[src/rtl/tennis_scoreboard.sv]
// Tennis game/match scoring driven by single-cycle point pulses, with the
// score time-multiplexed onto an 8-digit active-low seven-segment display.
module tennis_scoreboard #(
    parameter int REFRESH_DIV  = 100000,
    parameter int GAMES_TO_WIN = 6
) (
    input  logic       clk,
    input  logic       reset_clk,
    input  logic       point_p1,
    input  logic       point_p2,
    output logic [7:0] AN,
    output logic [6:0] C,
    output logic [2:0] p1_pts,
    output logic [2:0] p2_pts,
    output logic [3:0] p1_games,
    output logic [3:0] p2_games,
    output logic       game_over,
    output logic       winner
);

    localparam int              CNT_W        = (REFRESH_DIV > 1) ? $clog2(REFRESH_DIV) : 1;
    localparam logic [CNT_W-1:0] CNT_MAX     = CNT_W'(REFRESH_DIV - 1);
    localparam logic [3:0]      GAMES_TARGET = 4'(GAMES_TO_WIN);

    localparam logic [2:0] PTS_0  = 3'd0;
    localparam logic [2:0] PTS_15 = 3'd1;
    localparam logic [2:0] PTS_30 = 3'd2;
    localparam logic [2:0] PTS_40 = 3'd3;
    localparam logic [2:0] PTS_AD = 3'd4;

    localparam logic [3:0] GLYPH_A     = 4'd10;
    localparam logic [3:0] GLYPH_D     = 4'd11;
    localparam logic [3:0] GLYPH_BLANK = 4'd15;

    function automatic logic [6:0] seg_encode(input logic [3:0] glyph);
        logic [6:0] seg;
        case (glyph)
            4'd0:    seg = 7'h40;
            4'd1:    seg = 7'h79;
            4'd2:    seg = 7'h24;
            4'd3:    seg = 7'h30;
            4'd4:    seg = 7'h19;
            4'd5:    seg = 7'h12;
            4'd6:    seg = 7'h02;
            4'd7:    seg = 7'h78;
            4'd8:    seg = 7'h00;
            4'd9:    seg = 7'h10;
            GLYPH_A: seg = 7'h08;
            GLYPH_D: seg = 7'h21;
            default: seg = 7'h7F;
        endcase
        return seg;
    endfunction

    function automatic logic [3:0] pts_tens(input logic [2:0] code);
        logic [3:0] glyph;
        case (code)
            PTS_0:   glyph = 4'd0;
            PTS_15:  glyph = 4'd1;
            PTS_30:  glyph = 4'd3;
            PTS_40:  glyph = 4'd4;
            PTS_AD:  glyph = GLYPH_A;
            default: glyph = GLYPH_BLANK;
        endcase
        return glyph;
    endfunction

    function automatic logic [3:0] pts_units(input logic [2:0] code);
        logic [3:0] glyph;
        case (code)
            PTS_0:   glyph = 4'd0;
            PTS_15:  glyph = 4'd5;
            PTS_30:  glyph = 4'd0;
            PTS_40:  glyph = 4'd0;
            PTS_AD:  glyph = GLYPH_D;
            default: glyph = GLYPH_BLANK;
        endcase
        return glyph;
    endfunction

    function automatic logic [3:0] games_glyph(input logic [3:0] games);
        logic [3:0] glyph;
        if (games <= 4'd9) begin
            glyph = games;
        end else begin
            glyph = GLYPH_BLANK;
        end
        return glyph;
    endfunction

    logic [2:0]       p1_pts_r, p2_pts_r;
    logic [3:0]       p1_games_r, p2_games_r;
    logic             game_over_r, winner_r;
    logic [CNT_W-1:0] refresh_cnt_r;
    logic [2:0]       digit_idx_r;
    logic [7:0]       an_r;
    logic [6:0]       c_r;

    logic [2:0]       p1_pts_nxt_s, p2_pts_nxt_s;
    logic [3:0]       p1_games_nxt_s, p2_games_nxt_s;
    logic             game_over_nxt_s, winner_nxt_s;
    logic [CNT_W-1:0] refresh_cnt_nxt_s;
    logic [2:0]       digit_idx_nxt_s;
    logic [7:0]       an_nxt_s;
    logic [6:0]       c_nxt_s;
    logic [3:0]       glyph_s;

    logic             point_event_s;
    logic             scorer_is_p2_s;
    logic [2:0]       scorer_pts_s, other_pts_s;
    logic [2:0]       scorer_pts_nxt_s, other_pts_nxt_s;
    logic             game_won_s;
    logic [3:0]       scorer_games_inc_s;

    // Rally outcome from the scorer's point of view; P1 and P2 share one rule set.
    always_comb begin
        point_event_s    = (point_p1 ^ point_p2) & ~game_over_r;
        scorer_is_p2_s   = point_p2;
        scorer_pts_s     = scorer_is_p2_s ? p2_pts_r : p1_pts_r;
        other_pts_s      = scorer_is_p2_s ? p1_pts_r : p2_pts_r;
        scorer_pts_nxt_s = scorer_pts_s;
        other_pts_nxt_s  = other_pts_s;
        game_won_s       = 1'b0;
        if (other_pts_s == PTS_AD) begin
            other_pts_nxt_s = PTS_40;
        end else if (scorer_pts_s < PTS_40) begin
            scorer_pts_nxt_s = scorer_pts_s + 3'd1;
        end else if ((scorer_pts_s == PTS_40) && (other_pts_s == PTS_40)) begin
            scorer_pts_nxt_s = PTS_AD;
        end else begin
            game_won_s = 1'b1;
        end
        scorer_games_inc_s = (scorer_is_p2_s ? p2_games_r : p1_games_r) + 4'd1;
    end

    // Next match state: apply the rally outcome, or hold on ignored/idle cycles.
    always_comb begin
        p1_pts_nxt_s    = p1_pts_r;
        p2_pts_nxt_s    = p2_pts_r;
        p1_games_nxt_s  = p1_games_r;
        p2_games_nxt_s  = p2_games_r;
        game_over_nxt_s = game_over_r;
        winner_nxt_s    = winner_r;
        if (point_event_s) begin
            if (game_won_s) begin
                p1_pts_nxt_s = PTS_0;
                p2_pts_nxt_s = PTS_0;
                if (scorer_is_p2_s) begin
                    p2_games_nxt_s = scorer_games_inc_s;
                end else begin
                    p1_games_nxt_s = scorer_games_inc_s;
                end
                if (scorer_games_inc_s == GAMES_TARGET) begin
                    game_over_nxt_s = 1'b1;
                    winner_nxt_s    = scorer_is_p2_s;
                end else begin
                    game_over_nxt_s = game_over_r;
                end
            end else if (scorer_is_p2_s) begin
                p2_pts_nxt_s = scorer_pts_nxt_s;
                p1_pts_nxt_s = other_pts_nxt_s;
            end else begin
                p1_pts_nxt_s = scorer_pts_nxt_s;
                p2_pts_nxt_s = other_pts_nxt_s;
            end
        end else begin
            p1_pts_nxt_s = p1_pts_r;
        end
    end

    // Scan timing: each digit stays lit for REFRESH_DIV cycles.
    always_comb begin
        if (refresh_cnt_r == CNT_MAX) begin
            refresh_cnt_nxt_s = '0;
            digit_idx_nxt_s   = digit_idx_r + 3'd1;
        end else begin
            refresh_cnt_nxt_s = refresh_cnt_r + CNT_W'(1);
            digit_idx_nxt_s   = digit_idx_r;
        end
    end

    // Glyph for the digit currently being scanned.
    always_comb begin
        case (digit_idx_r)
            3'd7:    glyph_s = pts_tens(p1_pts_r);
            3'd6:    glyph_s = pts_units(p1_pts_r);
            3'd5:    glyph_s = GLYPH_BLANK;
            3'd4:    glyph_s = games_glyph(p1_games_r);
            3'd3:    glyph_s = games_glyph(p2_games_r);
            3'd2:    glyph_s = GLYPH_BLANK;
            3'd1:    glyph_s = pts_tens(p2_pts_r);
            3'd0:    glyph_s = pts_units(p2_pts_r);
            default: glyph_s = GLYPH_BLANK;
        endcase
        an_nxt_s = ~(8'b0000_0001 << digit_idx_r);
        c_nxt_s  = seg_encode(glyph_s);
    end

    // State and display registers with synchronous reset.
    always_ff @(posedge clk) begin
        if (reset_clk) begin
            p1_pts_r      <= PTS_0;
            p2_pts_r      <= PTS_0;
            p1_games_r    <= 4'd0;
            p2_games_r    <= 4'd0;
            game_over_r   <= 1'b0;
            winner_r      <= 1'b0;
            refresh_cnt_r <= '0;
            digit_idx_r   <= 3'd0;
            an_r          <= 8'hFF;
            c_r           <= 7'h7F;
        end else begin
            p1_pts_r      <= p1_pts_nxt_s;
            p2_pts_r      <= p2_pts_nxt_s;
            p1_games_r    <= p1_games_nxt_s;
            p2_games_r    <= p2_games_nxt_s;
            game_over_r   <= game_over_nxt_s;
            winner_r      <= winner_nxt_s;
            refresh_cnt_r <= refresh_cnt_nxt_s;
            digit_idx_r   <= digit_idx_nxt_s;
            an_r          <= an_nxt_s;
            c_r           <= c_nxt_s;
        end
    end

    assign p1_pts    = p1_pts_r;
    assign p2_pts    = p2_pts_r;
    assign p1_games  = p1_games_r;
    assign p2_games  = p2_games_r;
    assign game_over = game_over_r;
    assign winner    = winner_r;
    assign AN        = an_r;
    assign C         = c_r;

endmodule

[config.mk]
export PLATFORM = sky130hd
export DESIGN_NAME = tennis_scoreboard
export DESIGN_NICKNAME = d
export VERILOG_FILES = /design/src/rtl/tennis_scoreboard.sv
export SDC_FILE = /design/constraint.sdc
export NUM_CORES = 1
export LEC_CHECK = 0
export ABC_AREA = 0
export BUFFER_PORTS_ARGS = -buffer_cell sky130_fd_sc_hd__buf_2
export CORE_UTILIZATION = 29
export CTS_BUF_LIST = sky130_fd_sc_hd__clkbuf_16
export CTS_CLUSTER_SIZE = 16
export DETAILED_ROUTE_END_ITERATION = 6
export PLACE_DENSITY = 0.57
export SLEW_MARGIN = 25
export SYNTH_ARGS = -nofsm -noshare
export SYNTH_HDL_FRONTEND = slang
export SYNTH_SLANG_ARGS = --single-unit
[constraint.sdc]
create_clock -name clk -period 2.75 [get_ports clk]
set_input_delay 0.275 -clock clk [delete_from_list [all_inputs] [get_ports clk]]
set_output_delay 0.275 -clock clk [all_outputs]
set_load 0.02 [all_outputs]
==> metrics.yaml, run 1 <==
status: "finished clean"
endpoint: "C[0]"
drive_above_1_share: 0.199
cts.path.max_buffers: 2
worst_path_max_delay_cell: "or3_4"
post-route-period-util: 0.942
cts_resized: 0
end_kind: "register"
fp.dieH_um: 102
max-slew-margin-rel: 0.654
required_ps: 2940
startpoint: "digit_idx_r[0]"
switching_power_mw: 0.444
fillerInstances: 1013
gp_congestion: 0.816
ant_nets: 0
ir_drop_mv: 0.257
maxCapViolCount: 0
synth.avg_cell_area_um2: 8.41
netlist_area_um2: 2890
worst_r2r_path_depth: 10
antenna_found_initial: 0
skew_ps: 6.02
cts_hold_buf: 0
grt_max_degree: 26
die_area_um2: 10400
start_kind: "register"
synth_seq_cells: 51
worstPathCellList: "inv_1 > ha_1 > or3_4 > a211oi_4 > o21ai_0 > o31ai_1 > inv_1 > ha_1 > or3_1 > a31o_1"
drc: 0
cts_buffers: 5
switching_share: 0.256
critical_path_arrival_ps: 2780
overflow: 0
synthCells: 344
vias: 2511
setup_tns_ps: 0
setup_viol: 0
cts_tree: "built"
layout.nets: 399
r2r-start: "digit_idx_r[0]"
diodes: 0
ys_seq_area_frac: 0.353
placementRows: 36
coreArea_um2: 9730
hpwl_um: 4810
power_density_nw_per_um2: 502
syn2layout_area_growth_pct: 19.4
grt_pass1_vias: 2340
ys_warn_count: 0
yosys_most_used_dff: "dfxtp_1"
hp-class: "primary input to register"
synth_edf_count: 0
grt_pass1_wl_um: 11000
worstMarginPinSlew_ps: 520
path_buf_inv: 2
p_leak_nw: 1.38
criticalPathCategory: "register to register"
fin_ws_ps: 159
drv_slew: 0
io_pins: 35
reg2reg_to: "C[0]"
seq_power_share: 0.451
cts_num_sinks: 51
post-place-ws_ps: 25.0
combinationalPowerShare: 0.134
grt_usage: 0.131
regToRegSetupSlack_ps: 160
port_buffers: 34
critical-path-top-delay-family: "simple AND/OR/NAND/NOR gates"
die_x_um: 102
syn_nets: 362
wl_per_cell_um: 12.6
max_stage_delay_ps: 390
async_flop_share: 0
drt_iter0_markers: 122
p_int_mw: 1.29
rsz0062_at_grt: "no"
final-hold-violation-count: 0
worstPathMaxFanout: 5
cp.depth: 10
via_per_inst: 4.88
worstSkewPairLatency_ps: 290
routed_wl_um: 6500
post_cts_buffers: 0
period_minus_slack_ps: 2590
p_clk_frac: 0.415
first_pass_iters: 4
ys_types: 62
root_buffer: "clkbuf_16"
start_util: 0.297
h-tree-depth: 2
clkSlewWorstSetupHoldPaths_ps: 70
fmax_mhz: 386
## cells in the final DEF, fill, tap and decap left out, types with 3 or more instances in the layout
master / n
a211oi_1: 5
a21o_1: 3
a21oi_1: 19
buf_2: 34
buf_4: 19
clkbuf_16: 5
dfxtp_1: 49
ha_1: 13
inv_1: 14
mux2i_1: 8
nand2_1: 28
nand2b_1: 5
nand3_1: 15
nand3b_1: 3
nor2_1: 46
nor3_1: 4
nor4_1: 3
o211ai_1: 4
o21a_1: 3
o21ai_0: 9
o21ai_1: 3
o31ai_1: 5
xnor2_1: 10
xor2_1: 14
## metal layers
layer / up-vias / wire length [um] / global-route usage
met5: - / 0 / 0
met1: 1176 / 3260 / 0.174
met2: 43 / 2930 / 0.213
li1: 1284 / - / -
met3: 8 / 213 / 0.0233
met4: 0 / 99 / 0.0516
## flip-flops by register name, summed over array words and instances, names as in the netlist
register and flops:
digit_idx_r 3, refresh_cnt_r 17, p2_pts 3, game_over 1, C 7, p1_pts 3, AN 8, p1_games 4
winner 1, p2_games 4
## cells in the mapped netlist (8+ instances only)
library cell	number	area (um2)
ha_1	14	175
inv_1	14	52.6
dfxtp_1	51	1020
nand3_1	15	75.1
a21oi_1	19	95.1
xnor2_1	10	87.6
xor2_1	14	123
mux2i_1	8	80.1
o21ai_0	10	50.1
nor2_1	46	173
buf_2	11	55.1
nand2_1	28	105
## area by class of cell
type / count / area, um2 / area share
clock buffers: 5 / 125 / 0.0362
multi-input cells: 256 / 1720 / 0.499
repair buffers: 53 / 313 / 0.0906
clock inverters: 3 / 47.5 / 0.0138
inverters: 14 / 52.6 / 0.0152
well taps: 133 / 166 / 0.0482
flip-flops and latches: 51 / 1030 / 0.297
## worst min-delay path by stage
| stage | startpoint | end | cells past startpoint |
|---|---|---|---|
| 3_3_place_gp | refresh_cnt_r[0] | refresh_cnt_r[0] | 1 |
| 2_1_floorplan | refresh_cnt_r[0] | refresh_cnt_r[0] | 1 |
| 6_report | point_p2 | p2_pts[2] | 2 |
| 4_1_cts | point_p2 | p2_pts[2] | 2 |
| 3_5_place_dp | refresh_cnt_r[0] | refresh_cnt_r[0] | 1 |
| 5_1_grt | point_p2 | p2_pts[2] | 2 |
## power by group through the flow
stage / registers [mW] / logic, mW / clock network, mW
floorplan: 0.821 / 0.144 / 0
global placement: 0.800 / 0.231 / 0
detailed placement: 0.800 / 0.231 / 0
CTS: 0.783 / 0.232 / 0.741
global route: 0.786 / 0.258 / 0.771
finish: 0.782 / 0.232 / 0.719
## stage by stage
step / power [mW] / instance area (um2) / cells / hold slack [ps] / utilization
floorplan: 0.965 / 2890 / 344 / 426 / -
global placement: 1.03 / 3250 / 507 / 443 / 0.334
detailed placement: 1.03 / 3250 / 507 / 456 / 0.334
CTS: 1.76 / 3430 / 515 / 371 / 0.352
global route: 1.81 / 3450 / 515 / 399 / 0.355
finish: 1.73 / 3450 / 515 / 381 / 0.355
## worst reg2reg max path, cell delays in order (launching register included)
cell	delay [ps]
dfxtp_4	380
inv_1	60
ha_1	260
or3_4	390
a211oi_4	280
o21ai_0	150
o31ai_1	110
inv_1	80
ha_1	220
or3_1	370
a31o_1	200
## kinds of logic after synthesis
logic type / Yosys count / share of synthesized area
buffers and inverters: 37 / 0.0593
AOI/OAI and AO/OA: 75 / 0.183
xor gates and xnor gates: 24 / 0.0727
and+or+nand+nor: 133 / 0.237
muxes: 10 / 0.0355
adders and majority gates: 14 / 0.0606
DFF: 51 / 0.353
Note: power is estimated with default switching activity, not from simulation.
==> run 2, diff against run 1 <==
--- a/config.mk
+++ b/config.mk
@@ -7,6 +7,7 @@
 export LEC_CHECK = 0
 export ABC_AREA = 0
 export BUFFER_PORTS_ARGS = -buffer_cell sky130_fd_sc_hd__buf_2
+export CORE_MARGIN = 8
 export CORE_UTILIZATION = 29
 export CTS_BUF_LIST = sky130_fd_sc_hd__clkbuf_16
 export CTS_CLUSTER_SIZE = 16
==> run 2 against run 1 <==
Effect of this change: global-route usage decreased by 2.6 points; count of clock-buffer cells in the layout unchanged; sequential share of layout area decreased by 0.17 points; setup slack got worse by 27 ps; fmax decreased by 1.0%; first-iteration DRC count increased by 19%; critical path type unchanged; largest power group unchanged.
==> metrics.yaml, run 2 (synthesized netlist as in run 1, its figures left out) <==
p_total_mw: 1.72  # -0.95%
regToRegSetupSlack_ps: 130  # -30 ps
max_stage_delay_ps: 430  # +40 ps
root_buffer: "clkbuf_16"
coreArea_um2: 9730  # unchanged
r2r-start: "digit_idx_r[0]"
startpoint: "digit_idx_r[0]"
met1_usage: 0.131  # -0.0431
fp.dieH_um: 116  # +14%
path_buf_inv: 2  # unchanged
cts_num_sinks: 51  # unchanged
largest-register: "refresh_cnt_r"
ant_nets: 0  # unchanged
cts_buffers: 5  # unchanged
final-hold-violation-count: 0  # unchanged
hpwl_um: 5030  # +4.7%
post-route-period-util: 0.952  # +0.00982
via_per_inst: 4.88  # +0.17%
busiest_layer: "met2"
port_buffers: 34  # unchanged
start_util: 0.297  # unchanged
first_pass_iters: 4  # unchanged
die_area_um2: 13400  # +29%
criticalPathCategory: "register to register"
maxCapViolCount: 0  # unchanged
die_x_um: 116  # +14%
diodes: 0  # unchanged
h-tree-depth: 2  # unchanged
layout.nets: 402  # +0.75%
antenna_found_initial: 0  # unchanged
wl_per_cell_um: 13.4  # +5.9%
largest_reg_flops: 17  # unchanged
skew_ps: 7.35  # +1.34 ps
max-slew-margin-rel: 0.660  # +0.00674
worstPathCellList: "inv_1 > ha_1 > or3_4 > a2111oi_4 > o21ai_1 > nand2_1 > inv_1 > ha_1 > or3_1 > a31o_1"
placementRows: 36  # unchanged
cts.path.max_buffers: 2  # unchanged
worst_r2r_path_depth: 10  # unchanged
ir_drop_mv: 0.343  # +34%
drc: 0  # unchanged
grt_pass1_wl_um: 11500  # +4.5%
post_cts_buffers: 0  # unchanged
cts_tree: "built"
end_kind: "register"
worstMarginPinSlew_ps: 510  # -10.1 ps
gr-usage-met3: 0.0318  # +0.00853
grt_max_degree: 26  # unchanged
overflow: 0  # unchanged
routed_wl_um: 6910  # +6.3%
start_kind: "register"
hp-class: "primary input to register"
reg2reg_to: "C[0]"
grt_usage: 0.105  # -0.0262
gp_congestion: 0.799  # -2.1%
worst_path_max_delay_cell: "or3_4"
hp-start: "point_p2"
critical-path-top-delay-family: "simple AND/OR/NAND/NOR gates"
p_leak_nw: 1.39  # +0.40%
drv_slew: 0  # unchanged
period_minus_slack_ps: 2620  # +27.0 ps
grt_pass1_vias: 2353  # +0.56%
worstSkewPairLatency_ps: 290  # about the same
power_density_nw_per_um2: 495  # -1.3%
critical_path_arrival_ps: 2800  # +20 ps
io_pins: 35  # unchanged
cts_hold_buf: 0  # unchanged
vias: 2525  # +0.56%
met2_usage: 0.165  # -0.0478
endpoint: "C[0]"
clkSlewWorstSetupHoldPaths_ps: 70  # about the same
cp.depth: 10  # unchanged
worstPathMaxFanout: 5  # unchanged
fmax_mhz: 382  # -1.0%
syn2layout_area_growth_pct: 19.8
status: "finished clean"
setup_viol: 0  # unchanged
required_ps: 2930  # about the same
drt_iter0_markers: 145  # +19%
drive_above_1_share: 0.203  # +0.00417
fin_util: 0.356  # +0.00116
final_common_cell: "dfxtp_1"
layout_common_cells: "dfxtp_1 (49), nor2_1 (46), buf_2 (34), nand2_1 (28), buf_4 (22)"
[run 2: report_power, final]
part           total (mW)  switching (mW)  leakage, nW  internal [mW]
clock network       0.695           0.271       0.0759          0.424
logic               0.236           0.141        0.898         0.0941
registers           0.785          0.0214        0.416          0.764
total                1.72           0.434         1.39           1.28
[run 2: stage by stage]
step / instance area [um2] / hold slack (ps) / std cells / setup WS (ps) / TNS [ps]
floorplan: 2890 / 426 / 344 / 19.3 / 0
global placement: 3280 / 444 / 510 / 109 / 0
detailed placement: 3280 / 459 / 510 / 9.44 / 0
CTS: 3440 / 351 / 517 / 54.9 / 0
global route: 3460 / 380 / 517 / -0.790 / -0.790
finish: 3460 / 353 / 517 / 132 / 0
[run 2: repair_timing]
| item | 4_1_cts | 5_1_grt |
|---|---|---|
| pin swaps | 0 | 2 |
| gates resized for setup | 1 | 6 |
| setup endpoints to repair | 1 | 1 |
| endpoints found under the hold margin | 0 | 0 |
[run 2: layout make-up]
class | count | area (um2)
multi-input cells | 256 | 1720
clock inverters | 2 | 37.5
clock buffers | 5 | 125
well taps | 133 | 166
repair buffers | 56 | 335
flip-flops and latches | 51 | 1020
fillers | 1042 | 6260
inverters | 14 | 52.6
[run 2: per-layer routing]
| metal | part of all wire | up-vias |
|---|---|---|
| li1 | - | 1283 |
| met1 | 0.48 | 1196 |
| met2 | 0.44 | 39 |
| met3 | 0.056 | 7 |
| met4 | 0.019 | 0 |
| met5 | 0 | - |
[run 2: how the worst min path moves through the flow]
stage                                   to  slack, ps  cells past startpoint
after floorplan           refresh_cnt_r[0]        430                      1
after global placement    refresh_cnt_r[0]        440                      1
after detailed placement  refresh_cnt_r[0]        460                      1
after CTS                        p2_pts[2]        350                      2
after global routing             p2_pts[2]        380                      2
final                            p2_pts[2]        350                      2
